$ cat src/rtl/rf_arb_pkg.sv
`default_nettype none
// +----------------------------------------------------------------------------+
// | rf_arb_pkg : shared types and default sizes for the register-file arbiter    |
// | Revision   : 1.0                                                             |
// +----------------------------------------------------------------------------+
package rf_arb_pkg;

  localparam int c_n_req  = 2;
  localparam int c_addr_w = 3;
  localparam int c_data_w = 9;

  typedef enum logic [1:0] {
    IDLE    = 2'd0,
    ACCESS  = 2'd1,
    RD_WAIT = 2'd2
  } state_e;

endpackage
`default_nettype wire

$ cat src/rtl/rf_arb_pick.sv
`default_nettype none
// +----------------------------------------------------------------------------+
// | rf_arb_pick : winner selection; round-robin when RF_ARB_RR_EN is defined,     |
// |               otherwise fixed priority with the lowest index winning        |
// | Revision    : 1.0                                                           |
// +----------------------------------------------------------------------------+
module rf_arb_pick
  import rf_arb_pkg::*;
#(
  parameter int N_REQ = c_n_req,
  parameter int IDX_W = $clog2(N_REQ)
) (
  input  logic [N_REQ-1:0] i_req,
  input  logic [IDX_W-1:0] i_last,
  output logic [N_REQ-1:0] o_onehot,
  output logic [IDX_W-1:0] o_idx
);

`ifdef RF_ARB_RR_EN
  // Walk from farthest to nearest so the requester just after i_last wins.
  always_comb begin : p_rr
    int                 v_j;
    logic [IDX_W-1:0]   v_idx;
    o_idx = '0;
    v_j   = 0;
    v_idx = '0;
    for (int k = N_REQ; k >= 1; k--) begin
      v_j   = (int'(i_last) + k) % N_REQ;
      v_idx = IDX_W'(v_j);
      if (i_req[v_idx]) begin
        o_idx = v_idx;
      end
    end
  end
`else
  logic w_unused_last;
  assign w_unused_last = ^i_last;

  always_comb begin : p_fixed
    o_idx = '0;
    for (int k = N_REQ - 1; k >= 0; k--) begin
      if (i_req[IDX_W'(k)]) begin
        o_idx = IDX_W'(k);
      end
    end
  end
`endif

  generate
    for (genvar g = 0; g < N_REQ; g++) begin : g_onehot
      assign o_onehot[g] = i_req[g] && (o_idx == IDX_W'(g));
    end
  endgenerate

endmodule
`default_nettype wire

$ cat src/rtl/rf_arb.sv
`default_nettype none
// +----------------------------------------------------------------------------+
// | rf_arb   : arbitrates N_REQ requesters onto one register-file port           |
// |            (define RF_ARB_RR_EN for round-robin, else fixed priority)        |
// | Revision : 1.0                                                              |
// +----------------------------------------------------------------------------+
module rf_arb
  import rf_arb_pkg::*;
#(
  parameter int N_REQ  = c_n_req,
  parameter int ADDR_W = c_addr_w,
  parameter int DATA_W = c_data_w
) (
  input  logic                     CLK,
  input  logic                     RST,
  input  logic [N_REQ-1:0]         REQ,
  input  logic [N_REQ-1:0]         WR,
  input  logic [N_REQ*ADDR_W-1:0]  ADDR,
  input  logic [N_REQ*DATA_W-1:0]  WDATA,
  output logic [N_REQ-1:0]         GNT,
  output logic [N_REQ-1:0]         RVALID,
  output logic [DATA_W-1:0]        RDATA,
  output logic                     RF_WEN,
  output logic                     RF_OEN,
  output logic [ADDR_W-1:0]        RF_ADDR,
  output logic [DATA_W-1:0]        RF_DIN,
  input  logic [DATA_W-1:0]        RF_DOUT
);

  localparam int c_idx_w = $clog2(N_REQ);

  state_e               r_state;
  state_e               w_state_nxt;
  logic [N_REQ-1:0]     r_gnt,    w_gnt_nxt;
  logic [N_REQ-1:0]     r_rvalid, w_rvalid_nxt;
  logic [DATA_W-1:0]    r_rdata,  w_rdata_nxt;
  logic                 r_wen,    w_wen_nxt;
  logic                 r_oen,    w_oen_nxt;
  logic [ADDR_W-1:0]    r_addr,   w_addr_nxt;
  logic [DATA_W-1:0]    r_din,    w_din_nxt;
  logic [c_idx_w-1:0]   r_win,    w_win_nxt;

  logic [N_REQ-1:0]     w_pick_oh;
  logic [c_idx_w-1:0]   w_pick_idx;
  logic [c_idx_w-1:0]   w_last;
  logic                 w_grant;

  logic [ADDR_W-1:0]    w_addr_arr  [N_REQ];
  logic [DATA_W-1:0]    w_wdata_arr [N_REQ];

  generate
    for (genvar g = 0; g < N_REQ; g++) begin : g_unpack
      assign w_addr_arr[g]  = ADDR[g*ADDR_W +: ADDR_W];
      assign w_wdata_arr[g] = WDATA[g*DATA_W +: DATA_W];
    end
  endgenerate

  assign w_grant = (r_state == IDLE) && (|REQ);

  rf_arb_pick #(
    .N_REQ (N_REQ),
    .IDX_W (c_idx_w)
  ) u_pick (
    .i_req    (REQ),
    .i_last   (w_last),
    .o_onehot (w_pick_oh),
    .o_idx    (w_pick_idx)
  );

`ifdef RF_ARB_RR_EN
  logic [c_idx_w-1:0] r_last;

  always_ff @(posedge CLK) begin
    if (RST) begin
      r_last <= c_idx_w'(N_REQ - 1);
    end else if (w_grant) begin
      r_last <= w_pick_idx;
    end
  end

  assign w_last = r_last;
`else
  assign w_last = c_idx_w'(N_REQ - 1);
`endif

  always_comb begin
    w_state_nxt  = r_state;
    w_gnt_nxt    = '0;
    w_rvalid_nxt = '0;
    w_wen_nxt    = 1'b0;
    w_oen_nxt    = 1'b0;
    w_rdata_nxt  = r_rdata;
    w_addr_nxt   = r_addr;
    w_din_nxt    = r_din;
    w_win_nxt    = r_win;
    case (r_state)
      IDLE: begin
        if (w_grant) begin
          w_state_nxt = ACCESS;
          w_gnt_nxt   = w_pick_oh;
          w_addr_nxt  = w_addr_arr[w_pick_idx];
          w_din_nxt   = w_wdata_arr[w_pick_idx];
          w_wen_nxt   = WR[w_pick_idx];
          w_oen_nxt   = ~WR[w_pick_idx];
          w_win_nxt   = w_pick_idx;
        end
      end
      // r_oen still marks the access type during the single ACCESS cycle.
      ACCESS: begin
        w_state_nxt = r_oen ? RD_WAIT : IDLE;
      end
      RD_WAIT: begin
        w_state_nxt         = IDLE;
        w_rdata_nxt         = RF_DOUT;
        w_rvalid_nxt[r_win] = 1'b1;
      end
      default: begin
        w_state_nxt = IDLE;
      end
    endcase
  end

  always_ff @(posedge CLK) begin
    if (RST) begin
      r_state  <= IDLE;
      r_gnt    <= '0;
      r_rvalid <= '0;
      r_rdata  <= '0;
      r_wen    <= 1'b0;
      r_oen    <= 1'b0;
      r_addr   <= '0;
      r_din    <= '0;
      r_win    <= '0;
    end else begin
      r_state  <= w_state_nxt;
      r_gnt    <= w_gnt_nxt;
      r_rvalid <= w_rvalid_nxt;
      r_rdata  <= w_rdata_nxt;
      r_wen    <= w_wen_nxt;
      r_oen    <= w_oen_nxt;
      r_addr   <= w_addr_nxt;
      r_din    <= w_din_nxt;
      r_win    <= w_win_nxt;
    end
  end

  assign GNT     = r_gnt;
  assign RVALID  = r_rvalid;
  assign RDATA   = r_rdata;
  assign RF_WEN  = r_wen;
  assign RF_OEN  = r_oen;
  assign RF_ADDR = r_addr;
  assign RF_DIN  = r_din;

endmodule
`default_nettype wire
$ cat config.mk
export PLATFORM = sky130hd
export DESIGN_NAME = rf_arb
export DESIGN_NICKNAME = d
export VERILOG_FILES = /design/src/rtl/rf_arb_pkg.sv /design/src/rtl/rf_arb_pick.sv /design/src/rtl/rf_arb.sv
export SDC_FILE = /design/constraint.sdc
export NUM_CORES = 1
export LEC_CHECK = 0
export CAP_MARGIN = 20
export CORE_MARGIN = 1
export CORE_UTILIZATION = 41
export CTS_BUF_LIST = sky130_fd_sc_hd__clkbuf_8
export DETAILED_ROUTE_END_ITERATION = 7
export PLACE_DENSITY_LB_ADDON = 0.3
export SLEW_MARGIN = 30
export SYNTH_ARGS = -nofsm -noshare
export SYNTH_HDL_FRONTEND = slang
export SYNTH_HIERARCHICAL = 1
export SYNTH_SLANG_ARGS = --single-unit
$ cat constraint.sdc
create_clock -name CLK -period 1.3 [get_ports CLK]
set_input_delay 0.325 -clock CLK [delete_from_list [all_inputs] [get_ports CLK]]
set_output_delay 0.325 -clock CLK [all_outputs]
set_load 0.02 [all_outputs]
==> report_table.html, run 1 <==
<table>
<tr><th>Metric</th><th>Value</th></tr>
<tr><th colspan="2">Clock tree</th></tr>
<tr><td>Buffer levels on the longest clock path</td><td>2</td></tr>
<tr><td>Worst skew pair latency</td><td>0.27 ns</td></tr>
<tr><td>Number of H-tree branching levels</td><td>2</td></tr>
<tr><td>Number of setup buffers added after CTS</td><td>0</td></tr>
<tr><td>Clock net sink count</td><td>30</td></tr>
<tr><td>CTS tree</td><td>built</td></tr>
<tr><td>Clock transition at the register clock pins on the worst setup and hold paths after CTS</td><td>0.06 ns</td></tr>
<tr><td>Library cell used as clock root buffer</td><td>sky130_fd_sc_hd__clkbuf_8</td></tr>
<tr><td>CTS buffer count</td><td>5</td></tr>
<tr><th colspan="2">Place</th></tr>
<tr><td>HPWL after detailed placement</td><td>2210 um</td></tr>
<tr><td>DP Area</td><td>about 1900 sq um</td></tr>
<tr><td>IO Port Bufs</td><td>65</td></tr>
<tr><td>Worst-case setup slack after placement</td><td>-0.379 ns</td></tr>
<tr><td>RePlAce Congestion</td><td>0.740</td></tr>
<tr><th colspan="2">Timing</th></tr>
<tr><td>Min Hold Slack</td><td>~0.45 ns</td></tr>
<tr><td>Unrepaired setup endpoints after global routing</td><td>no</td></tr>
<tr><td>Worst setup slack after layout</td><td>0.0432 ns</td></tr>
<tr><td>Time the worst path needs with I/O delays and setup</td><td>1.26 ns</td></tr>
<tr><td>Final-layout setup total negative slack</td><td>0 ns</td></tr>
<tr><td>Final count of pins violating max slew</td><td>0</td></tr>
<tr><td>Setup violation total in the final timing report</td><td>0</td></tr>
<tr><td>Max Clk Rate</td><td>796 MHz</td></tr>
<tr><td>Final Hold Viols</td><td>0</td></tr>
<tr><td>Final Skew</td><td>0.00318 ns</td></tr>
<tr><td>Final period util</td><td>approximately 97%</td></tr>
<tr><th colspan="2">Layout</th></tr>
<tr><td>Number of nets at the end of the flow</td><td>236</td></tr>
<tr><td>Count of fill cells added during filler insertion</td><td>~250</td></tr>
<tr><td>Final Instance Area</td><td>2020 sq um</td></tr>
<tr><td>Post-synthesis to final-layout area growth</td><td>55.5%</td></tr>
<tr><td>Share of post-route cells with drive strength above 1</td><td>14.3%</td></tr>
<tr><td>Number of antenna cells inserted</td><td>0</td></tr>
<tr><td>Area of all sequential standard cells</td><td>601 sq um</td></tr>
<tr><td>Multi-input gate area in the final layout</td><td>567 sq um</td></tr>
<tr><th colspan="2">Worst setup path</th></tr>
<tr><td>Required time of the worst setup path</td><td>0.98 ns</td></tr>
<tr><td>Capturing element type of the critical path</td><td>output port</td></tr>
<tr><td>Crit-path cells</td><td>dlygate4sd2_1</td></tr>
<tr><td>Flop-to-flop setup slack</td><td>0.13 ns</td></tr>
<tr><td>Critical path buffer and inverter count</td><td>1</td></tr>
<tr><td>Worst reg2reg startpoint</td><td>r_state[0]</td></tr>
<tr><td>Type of element launching the critical path</td><td>register</td></tr>
<tr><td>Worst setup path startpoint</td><td>RF_DIN[8]</td></tr>
<tr><td>Maximum fanout count along the critical path</td><td>2</td></tr>
<tr><td>Crit Path Class</td><td>register to output port</td></tr>
<tr><td>Dominant delay contributor by cell family on the critical path</td><td>flip-flops</td></tr>
<tr><td>Slowest Stage Delay on Critical Path</td><td>about 0.33 ns</td></tr>
<tr><td>Slowest CP cell</td><td>sky130_fd_sc_hd__dfxtp_1</td></tr>
<tr><td>Signal arrival time at the worst endpoint</td><td>0.93 ns</td></tr>
<tr><th colspan="2">GRT</th></tr>
<tr><td>Overflow left after global routing</td><td>0</td></tr>
<tr><td>Number of global-route vias before repair</td><td>between 1k and 1.5k</td></tr>
<tr><td>Largest net degree at the start of global routing</td><td>26</td></tr>
<tr><td>Wire length of the first global-routing pass</td><td>5410 um</td></tr>
<tr><td>GRT Resource Usage Total</td><td>21.4%</td></tr>
<tr><td>Antenna violations before repair</td><td>0</td></tr>
<tr><th colspan="2">Outcome</th></tr>
<tr><td>Run status</td><td>finished clean</td></tr>
<tr><th colspan="2">Hold path</th></tr>
<tr><td>Hold Crit Class</td><td>register to register</td></tr>
<tr><td>HP Start</td><td>RDATA[3]</td></tr>
<tr><th colspan="2">Detailed routing</th></tr>
<tr><td>Post-route antenna net violation count</td><td>0</td></tr>
<tr><td>Final routed wire length divided by cell count</td><td>13.4 um</td></tr>
<tr><td>WL final</td><td>3210 um</td></tr>
<tr><td>Detailed-route DRC error count</td><td>0</td></tr>
<tr><td>Total vias in the final route</td><td>~1.2k</td></tr>
<tr><td>Number of detailed-route iterations in the first pass</td><td>4</td></tr>
<tr><td>Via count normalized by instance count</td><td>4.91</td></tr>
<tr><td>First-iteration detailed-routing DRC count</td><td>32</td></tr>
<tr><th colspan="2">Synth</th></tr>
<tr><td>Number of instances in the synthesized netlist</td><td>127</td></tr>
<tr><td>Yosys warns</td><td>6</td></tr>
<tr><td>Area of the mapped netlist</td><td>1300 sq um</td></tr>
<tr><td>Mean instance size in the synthesized netlist</td><td>approximately 10 sq um</td></tr>
<tr><th colspan="2">Pwr</th></tr>
<tr><td>VDD IR-drop max</td><td>0.000642 V</td></tr>
<tr><td>Sum of internal, switching and leakage power</td><td>between 2 and 2.5 mW</td></tr>
<tr><td>Switching Share</td><td>24.8%</td></tr>
<tr><td>Sequential cell fraction of total power</td><td>a little under half</td></tr>
<tr><td>Leakage power</td><td>0.858 nW</td></tr>
<tr><td>P per Cell Area</td><td>between 1000 and 1500 nW/um^2</td></tr>
<tr><td>Combinational power share</td><td>21.4%</td></tr>
<tr><td>Clock share of power</td><td>between 30% and 40%</td></tr>
<tr><td>Net switching power</td><td>0.543 mW</td></tr>
<tr><td>Int Power</td><td>1.64 mW</td></tr>
<tr><th colspan="2">Floorplan</th></tr>
<tr><td>Starting Density</td><td>43.0%</td></tr>
<tr><td>Die Ht</td><td>58.3 um</td></tr>
<tr><td>Die extent in x</td><td>around 58 um</td></tr>
<tr><td>Area enclosed by the die boundary</td><td>3400 sq um</td></tr>
<tr><td>Number of standard-cell rows in the floorplan</td><td>20</td></tr>
<tr><td>Boundary pin count</td><td>66</td></tr>
<tr><td>Total core area</td><td>3030 sq um</td></tr>
<tr><th colspan="2">Run</th></tr>
<tr><td>Max-Cap Viols</td><td>0</td></tr>
</table>
[sequential cells by signal, summed over array words and instances, names as in the netlist]
| register | flops |
|---|---|
| RF_ADDR | 3 |
| r_win | 1 |
| RF_DIN | 9 |
| RDATA | 9 |
| r_state | 2 |
| RF_OEN | 1 |
| RVALID | 2 |
| RF_WEN | 1 |
| GNT | 2 |
[per-layer routing]
layer / GRT usage, % / routed length, um / up-vias
li1: - / - / 592
met1: 23.8 / 1260 / 537
met2: 37.6 / 1680 / 45
met3: 6.59 / 212 / 5
met4: 9.52 / 53 / 0
met5: 0 / 0 / -
[power groups by stage]
stage,sequential (mW),combinational [mW],clock [mW]
final,1.01,0.466,0.713
after global routing,1.01,0.503,0.765
after CTS,1.00,0.462,0.730
after detailed placement,1.02,0.478,0
after global placement,1.02,0.464,0
after floorplan,1.08,0.192,0
[metrics by stage]
step	instances	util [%]
floorplan	128	-
global placement	232	64.0
detailed placement	232	64.0
CTS	240	66.5
global route	240	66.8
finish	240	66.8
[path summary, 6_finish.rpt]
kind | to | cells past startpoint
max | RF_DIN[8] | 1
min | RDATA[3] | 2
max reg2reg | RF_DIN[4] | 3
min reg2reg | RDATA[3] | 2
[final cells by class]
cell class                      instances  share of cell area (%)
Clock buffer                            6                    4.08
Inverter                                1                   0.866
Multi-Input combinational cell         84                    28.0
Sequential cell                        30                    29.7
Tap cell                               44                    2.72
Timing Repair Buffer                   75                    34.6
[placed cells by master (no fill, tap or decap), types with 2 or more instances in the layout]
master and n:
sky130_fd_sc_hd__nor3_1 2, sky130_fd_sc_hd__nand2_1 18, sky130_fd_sc_hd__dfxtp_1 30, sky130_fd_sc_hd__o21ba_4 2
sky130_fd_sc_hd__dlygate4sd2_1 16, sky130_fd_sc_hd__buf_4 10, sky130_fd_sc_hd__clkdlybuf4s15_1 12, sky130_fd_sc_hd__clkbuf_8 6
sky130_fd_sc_hd__a311oi_1 12, sky130_fd_sc_hd__a21oi_2 4, sky130_fd_sc_hd__mux2i_1 13, sky130_fd_sc_hd__clkdlybuf4s50_1 36
sky130_fd_sc_hd__and3_1 3, sky130_fd_sc_hd__a21oi_1 18, sky130_fd_sc_hd__conb_1 2
[timing repair]
item / 4_1_cts / 5_1_grt
resized for setup: 31 / 13
pin swaps: 1 / 0
hold buffers: 0 / 0
setup endpoints to repair: 39 / 13
cloned: 2 / 0
(Power assumes the default switching activity.)
==> inputs of run 2 (changes only) <==
- CORE_MARGIN: 1 -> default
==> results of run 2 <==
Same layout as run 1: the final DEF is identical, and so are final timing and power.
